[src/rtl/mc_pkg.sv]
// Shared definitions for the multicycle MIPS-subset core: FSM states,
// instruction encodings and ALU operations.
package mc_pkg;

    typedef enum logic [3:0] {
        FETCH, DECODE, MEMADR, MEMRD, MEMWB, MEMWR, EXEC,
        ALUWB, ADDIEX, ADDIWB, BRANCH, JUMP, HALT
    } state_t;

    typedef enum logic [2:0] {
        ALU_ADD, ALU_SUB, ALU_AND, ALU_OR, ALU_SLT
    } alu_op_t;

    localparam logic [5:0] OP_RTYPE = 6'h00;
    localparam logic [5:0] OP_J     = 6'h02;
    localparam logic [5:0] OP_JAL   = 6'h03;
    localparam logic [5:0] OP_BEQ   = 6'h04;
    localparam logic [5:0] OP_ADDI  = 6'h08;
    localparam logic [5:0] OP_LW    = 6'h23;
    localparam logic [5:0] OP_SW    = 6'h2B;

    localparam logic [5:0] FN_JR    = 6'h08;
    localparam logic [5:0] FN_ADD   = 6'h20;
    localparam logic [5:0] FN_SUB   = 6'h22;
    localparam logic [5:0] FN_AND   = 6'h24;
    localparam logic [5:0] FN_OR    = 6'h25;
    localparam logic [5:0] FN_SLT   = 6'h2A;

    function automatic alu_op_t funct_to_alu(input logic [5:0] funct);
        case (funct)
            FN_SUB:  return ALU_SUB;
            FN_AND:  return ALU_AND;
            FN_OR:   return ALU_OR;
            FN_SLT:  return ALU_SLT;
            default: return ALU_ADD;
        endcase
    endfunction

endpackage

[src/rtl/mc_if.sv]
// Unified instruction/data memory port of the multicycle core.
interface mc_if #(parameter int N = 32);
    // mem_req acts as valid: mem_we, mem_addr and mem_wdata are held stable from
    // the cycle mem_req rises until a rising edge that sees mem_ready=1, which
    // completes the transfer; mem_rdata is consumed in that same cycle.
    logic         mem_req;
    logic         mem_we;
    logic [N-1:0] mem_addr;
    logic [N-1:0] mem_wdata;
    logic [N-1:0] mem_rdata;
    logic         mem_ready;

    modport master (
        output mem_req, mem_we, mem_addr, mem_wdata,
        input  mem_rdata, mem_ready
    );

    modport slave (
        input  mem_req, mem_we, mem_addr, mem_wdata,
        output mem_rdata, mem_ready
    );
endinterface

[src/rtl/mc_ctrl.sv]
// Control FSM and instruction decode; state is exported so the datapath
// (and any bound checker) can key off it directly.
module mc_ctrl
    import mc_pkg::*;
(
    input  logic    clk,
    input  logic    reset,
    input  logic [5:0] opcode,
    input  logic [5:0] funct,
    input  logic    mem_ready,
    output state_t  state,
    output alu_op_t alu_op,
    output logic    mem_req,
    output logic    mem_we,
    output logic    halted
);

    state_t state_next;

    always_ff @(posedge clk) begin
        if (reset) state <= FETCH;
        else       state <= state_next;
    end

    always_comb begin
        state_next = state;
        case (state)
            FETCH:  if (mem_ready) state_next = DECODE;
            DECODE: begin
                case (opcode)
                    OP_LW, OP_SW: state_next = MEMADR;
                    OP_ADDI:      state_next = ADDIEX;
                    OP_BEQ:       state_next = BRANCH;
                    OP_J, OP_JAL: state_next = JUMP;
                    OP_RTYPE: begin
                        case (funct)
                            FN_ADD, FN_SUB, FN_AND, FN_OR, FN_SLT: state_next = EXEC;
                            FN_JR:   state_next = JUMP;
                            default: state_next = HALT;
                        endcase
                    end
                    default:      state_next = HALT;
                endcase
            end
            MEMADR: state_next = (opcode == OP_LW) ? MEMRD : MEMWR;
            MEMRD:  if (mem_ready) state_next = MEMWB;
            MEMWR:  if (mem_ready) state_next = FETCH;
            EXEC:   state_next = ALUWB;
            ADDIEX: state_next = ADDIWB;
            MEMWB, ALUWB, ADDIWB, BRANCH, JUMP: state_next = FETCH;
            HALT:   state_next = HALT;
            default: state_next = HALT;
        endcase
    end

    // Requests are masked during reset so an in-flight access is dropped at once.
    always_comb begin
        mem_req = !reset && (state == FETCH || state == MEMRD || state == MEMWR);
        mem_we  = (state == MEMWR);
        halted  = (state == HALT);
        alu_op  = (state == EXEC) ? funct_to_alu(funct) : ALU_ADD;
    end

endmodule

[src/rtl/mc_datapath.sv]
// Multicycle MIPS-subset core: PC, IR, A/B/ALUOut/MDR, ALU and register file
// around the mc_ctrl FSM, sharing one memory port for fetch and data.
module mc_datapath
    import mc_pkg::*;
#(
    parameter int           N        = 32,
    parameter logic [N-1:0] RESET_PC = '0
) (
    input  logic         clk,
    input  logic         reset,
    mc_if.master         mem,
    output logic [N-1:0] pc,
    output logic         halted
);

    state_t       state;
    alu_op_t      alu_op;
    logic [31:0]  ir;
    logic [N-1:0] a, b, aluout, mdr;
    logic [N-1:0] rf [32];
    logic [N-1:0] alu_a, alu_b, alu_y, sext, jump_target, rf_rs, rf_rt;
    logic         rf_we;
    logic [4:0]   rf_wa;
    logic [N-1:0] rf_wd;

    wire [5:0]  opcode = ir[31:26];
    wire [4:0]  rs     = ir[25:21];
    wire [4:0]  rt     = ir[20:16];
    wire [4:0]  rd     = ir[15:11];

    mc_ctrl u_ctrl (
        .clk       (clk),
        .reset     (reset),
        .opcode    (opcode),
        .funct     (ir[5:0]),
        .mem_ready (mem.mem_ready),
        .state     (state),
        .alu_op    (alu_op),
        .mem_req   (mem.mem_req),
        .mem_we    (mem.mem_we),
        .halted    (halted)
    );

    assign sext        = {{(N-16){ir[15]}}, ir[15:0]};
    assign jump_target = {pc[N-1:28], ir[25:0], 2'b00};
    assign rf_rs       = (rs == 5'd0) ? '0 : rf[rs];
    assign rf_rt       = (rt == 5'd0) ? '0 : rf[rt];

    assign mem.mem_addr  = (state == MEMRD || state == MEMWR) ? aluout : pc;
    assign mem.mem_wdata = b;

    // DECODE reuses the ALU for the speculative branch target (pc already +4).
    always_comb begin
        alu_a = a;
        alu_b = sext;
        case (state)
            DECODE:  begin alu_a = pc; alu_b = sext << 2; end
            EXEC:    alu_b = b;
            default: ;
        endcase
    end

    always_comb begin
        case (alu_op)
            ALU_SUB: alu_y = alu_a - alu_b;
            ALU_AND: alu_y = alu_a & alu_b;
            ALU_OR:  alu_y = alu_a | alu_b;
            ALU_SLT: alu_y = {{(N-1){1'b0}}, $signed(alu_a) < $signed(alu_b)};
            default: alu_y = alu_a + alu_b;
        endcase
    end

    always_comb begin
        rf_we = 1'b0;
        rf_wa = rt;
        rf_wd = aluout;
        case (state)
            MEMWB:  begin rf_we = 1'b1; rf_wd = mdr; end
            ALUWB:  begin rf_we = 1'b1; rf_wa = rd; end
            ADDIWB: rf_we = 1'b1;
            JUMP:   begin rf_we = (opcode == OP_JAL); rf_wa = 5'd31; rf_wd = pc; end
            default: ;
        endcase
    end

    // Register file is deliberately not reset; r0 is never written.
    always_ff @(posedge clk) begin
        if (!reset && rf_we && rf_wa != 5'd0) rf[rf_wa] <= rf_wd;
    end

    always_ff @(posedge clk) begin
        if (reset) begin
            pc     <= RESET_PC;
            ir     <= '0;
            a      <= '0;
            b      <= '0;
            aluout <= '0;
            mdr    <= '0;
        end else begin
            case (state)
                FETCH: if (mem.mem_ready) begin
                    ir <= mem.mem_rdata[31:0];
                    pc <= pc + N'(4);
                end
                DECODE: begin
                    a      <= rf_rs;
                    b      <= rf_rt;
                    aluout <= alu_y;
                end
                MEMADR, EXEC, ADDIEX: aluout <= alu_y;
                MEMRD:  if (mem.mem_ready) mdr <= mem.mem_rdata;
                BRANCH: if (a == b) pc <= aluout;
                JUMP:   pc <= (opcode == OP_RTYPE) ? a : jump_target;
                default: ;
            endcase
        end
    end

endmodule

[src/flat_wrapper.sv]
// flat-port wrapper written by rule: the top's interface ports become plain ports
module mc_datapath_flat import mc_pkg::*;
#(
    parameter int           N        = 32,
    parameter logic [N-1:0] RESET_PC = '0
)
  (clk, reset, pc, halted, mem_mem_req, mem_mem_we, mem_mem_addr, mem_mem_wdata, mem_mem_rdata, mem_mem_ready);
  mc_if #(.N(N)) mem_i ();
  input  logic clk;
  input  logic reset;
  output logic [N-1:0] pc;
  output logic halted;
  output wire logic [$bits(mem_i.mem_req)-1:0] mem_mem_req;
  output wire logic [$bits(mem_i.mem_we)-1:0] mem_mem_we;
  output wire logic [$bits(mem_i.mem_addr)-1:0] mem_mem_addr;
  output wire logic [$bits(mem_i.mem_wdata)-1:0] mem_mem_wdata;
  input wire logic [$bits(mem_i.mem_rdata)-1:0] mem_mem_rdata;
  input wire logic [$bits(mem_i.mem_ready)-1:0] mem_mem_ready;
  assign mem_mem_req = mem_i.mem_req;
  assign mem_mem_we = mem_i.mem_we;
  assign mem_mem_addr = mem_i.mem_addr;
  assign mem_mem_wdata = mem_i.mem_wdata;
  assign mem_i.mem_rdata = mem_mem_rdata;
  assign mem_i.mem_ready = mem_mem_ready;
  mc_datapath #(.N(N), .RESET_PC(RESET_PC)) u_core (.clk(clk), .reset(reset), .mem(mem_i), .pc(pc), .halted(halted));
endmodule
[config.mk]
export PLATFORM = sky130hd
export DESIGN_NAME = mc_datapath_flat
export DESIGN_NICKNAME = d
export VERILOG_FILES = /design/src/rtl/mc_pkg.sv /design/src/rtl/mc_if.sv /design/src/rtl/mc_ctrl.sv /design/src/rtl/mc_datapath.sv /design/src/flat_wrapper.sv
export SDC_FILE = /design/constraint.sdc
export NUM_CORES = 2
export LEC_CHECK = 0
export BUFFER_PORTS_ARGS = -buffer_cell sky130_fd_sc_hd__buf_2
export CORE_MARGIN = 3
export CORE_UTILIZATION = 55
export DETAILED_ROUTE_END_ITERATION = 7
export HOLD_SLACK_MARGIN = 0.06
export PLACE_DENSITY = 0.71
export SYNTH_ARGS = -nofsm -noshare
export SYNTH_HDL_FRONTEND = slang
export SYNTH_SLANG_ARGS = --single-unit
[constraint.sdc]
create_clock -name clk -period 5.75 [get_ports clk]
set_input_delay 1.725 -clock clk [delete_from_list [all_inputs] [get_ports clk]]
set_output_delay 1.725 -clock clk [all_outputs]
set_load 0.01 [all_outputs]
==> impl_metrics.json <==
{
  "fin_area_um2": 69560,
  "grt_pass1_wl_mm": 295.5,
  "fin_crit_sh": 0.9393,
  "layout-drive-gt1-share": 0.2769,
  "place_hpwl_mm": 128.0,
  "synth_top_area_share": 0.4947,
  "cpLargestDelayFamily": "compound AO/OA/AOI/OAI gates",
  "fp.dieArea_um2": 117100,
  "synth_area_um2": 62150,
  "end_kind": "flop",
  "viasPerCell": 7.144,
  "cts.clk_slew.worst_paths_ns": 0.06,
  "path_cells": "nand2b_1, or3_2, buf_4, nand2_1, nand2_1, ha_1, a21oi_1, o21ai_0, o22a_1, o31a_1, o41a_1, o41ai_2, mux2i_1, or4_1, o311ai_1",
  "grt_max_degree": 80,
  "synth-seq-area-share": 0.5611,
  "max-slew-margin-rel": 0.1379,
  "synth.area.top_cells": "edfxtp_1, mux4_2, dfxtp_1",
  "cts_root_buf": "clkbuf_16",
  "grt_usage": 0.3513,
  "wl_mm": 203.5,
  "crit_type": "reg -> reg",
  "setup_ws_ns": 0.3492,
  "fin_skew_ns": 0.03504,
  "rows": 122,
  "async_flop_share": 0,
  "clk_latency_ns": 0.76,
  "power.leakage_nw": 22.50,
  "syn2layout_area_growth_pct": 11.91,
  "setup_viol": 0,
  "ys_seq_elements": 1230,
  "min-delay-path-class": "reg -> reg",
  "required_ns": 6.39,
  "path_buf_inv": 1,
  "io_pins": 134,
  "crit_path_frequent_cell": "nand2_1",
  "cts.sinks": 1230,
  "die-width_um": 342.2,
  "cp_max_fo": 33,
  "gp_congestion": 1.005,
  "die_y_um": 342.2,
  "rsz0062_at_grt": "no",
  "status": "finished clean",
  "nets": 4432,
  "syn_inst": 4194,
  "numPortBuffers": 133,
  "ant_nets": 0,
  "cts_setup_buffers": 0,
  "synthDistinctLibCells": 83,
  "cp.arrival_ns": 6.05,
  "syn_area_per_cell_um2": 14.82,
  "placed_area_um2": 65230,
  "yosys.area.top_type": "edfxtp_1",
  "grt_pass1_vias": 41728,
  "critical_path.max_stage_delay_ns": 0.70,
  "grt-ovfl-total": 0,
  "drt_iter0_markers": 5964,
  "drv_cap": 0,
  "period_minus_slack_ns": 5.401,
  "power_density_nw_per_um2": 424.9,
  "clock.fmax_mhz": 185.2,
  "finalSetupTns_ns": 0,
  "tritoncts": "yes",
  "ys_warn_count": 0,
  "dr.pass1.iters": 7,
  "core_um2": 111400,
  "place_ws_ns": 0.5483,
  "cts_max_level": 4,
  "cp-start-kind": "flop",
  "clk_path_buf_depth": 3,
  "wire_per_inst_um": 34.53,
  "num_vias": 42104,
  "cts_resized": 0,
  "initial_utilization": 0.5578,
  "slew_viol_final": 0,
  "synthFlopType": "edfxtp_1",
  "synth_edf_count": 1024,
  "critical_path.slowest_cell": "dfxtp_1",
  "power.total_mw": 29.55,
  "hold_viol": 0,
  "tightest_slew_ns": 1.290,
  "hold_buffers": 0,
  "post-route-drc-count": 0,
  "grt_antenna_before_repair": 8,
  "numCtsBuffers": 133,
  "ir_worst_vdd_mv": 0.2948
}
[layout by cell type (no fill, tap or decap), types with 10 or more instances in the layout]
cell       synthesis  layout
mux4_2           640     640
nand3_1           39      39
o21bai_1          17      17
dfxtp_1          206     196
nor2b_1           19      19
a31oi_1           17      17
nor2_4             0      33
o31ai_1           15      15
a21oi_1          268     267
mux2i_1           43      43
inv_1             96      96
nand4_1           13      13
mux2_2            64      64
buf_2             13     132
buf_4              1      89
a211oi_1          30      29
nand2_1          517     517
ha_1              97      97
clkinv_2           0      21
nor3_1            53      48
xor2_1            18      18
nor2_1           252     216
o211ai_1          22      22
a221oi_1          12      12
clkinv_1           1      23
buf_12             0      29
clkbuf_1         228      26
conb_1             1      32
o21ai_0           94      94
nor4_1            17      17
xnor2_1           30      30
edfxtp_1        1024    1024
a21o_1            15      15
clkbuf_16          0     136
nand2b_1          17      16
a22oi_1           67      67
o22ai_1           10      10
a311oi_1          17      17
[layout make-up]
cell class                      instances  area, um2
Inverter                               97      364.1
Fill cell                            8090      41880
Antenna cell                            4      10.01
Clock inverter                         68      695.7
Clock buffer                          171       3625
Timing Repair Buffer                  251       1921
Multi-Input combinational cell       2585      26170
Tap cell                             1488       1862
Sequential cell                      1230      34910
[synth_stat cells, drive strengths merged, types with 8 or more instances]
| library cell | number |
|---|---|
| nand2 | 517 |
| o21a | 8 |
| ha | 97 |
| mux2i | 43 |
| o211ai | 22 |
| nand3 | 39 |
| inv | 96 |
| nor2b | 19 |
| a211oi | 30 |
| o22ai | 10 |
| a22oi | 67 |
| o21bai | 17 |
| a311oi | 17 |
| xnor2 | 30 |
| edfxtp | 1024 |
| o31ai | 15 |
| mux4 | 640 |
| a31oi | 17 |
| o21ai | 98 |
| nand4 | 13 |
| dfxtp | 206 |
| and3 | 10 |
| mux2 | 64 |
| a221o | 9 |
| a21oi | 269 |
| or3 | 10 |
| a221oi | 12 |
| buf | 85 |
| nor2 | 252 |
| nor3 | 53 |
| nor4 | 17 |
| a21o | 15 |
| clkbuf | 228 |
| xor2 | 18 |
| nand2b | 17 |
[final timing paths]
check	start	endpoint	slack, ns	cells after the start
setup / recovery	u_core.u_ctrl.state[0]	u_core.aluout[29]	0.35	15
setup reg to reg	u_core.u_ctrl.state[0]	u_core.aluout[29]	0.35	15
hold reg to reg	u_core.mdr[29]	u_core.mdr[29]	0.46	2
hold / removal	u_core.mdr[29]	u_core.mdr[29]	0.46	2
[per-layer routing]
metal	vias up	track usage	wire length, um
li1	16930	-	-
met1	21532	0.4694	72630
met3	600	0.08960	24700
met4	6	0.1587	10530
met5	-	0	33
met2	3036	0.5489	95600
[registers in the layout, indices dropped and copies added (netlist names), named ones only]
signal,count
u_core.ir,32
u_core.pc,32
u_core.mdr,32
u_core.a,32
u_core.aluout,32
u_core.rf,1024
u_core.mem.mem_wdata,32
u_core.u_ctrl.state,4
[logic make-up after synthesis]
kind of cell,after synthesis,synth area share
DFF,1230,0.5611
adders and majority gates,99,0.02017
muxes,747,0.2504
other,1,0.00006034
buffers and inverters,410,0.02520
and+or+nand+nor,985,0.06724
AOI/OAI and AO/OA,674,0.06903
xor gates and xnor gates,48,0.006764
[through the flow]
stage               hold WS [ns]    util  instances
floorplan                 0.4360       -       4225
global placement          0.4415  0.5853       5651
detailed placement        0.4462  0.5853       5651
CTS                       0.4539  0.6241       5890
global route              0.4630  0.6241       5890
finish                    0.4555  0.6242       5894
[power breakdown]
part | internal [mW] | switching (mW)
Combinational | 3.74 | 5.82
Sequential | 10.6 | 0.848
Clock | 4.90 | 3.64
[worst min-delay path, cell delays in order (launching register included)]
cell,delay (ns)
dfxtp_1,0.31
nand2_1,0.05
a21oi_1,0.05
(Power assumes the default switching activity.)
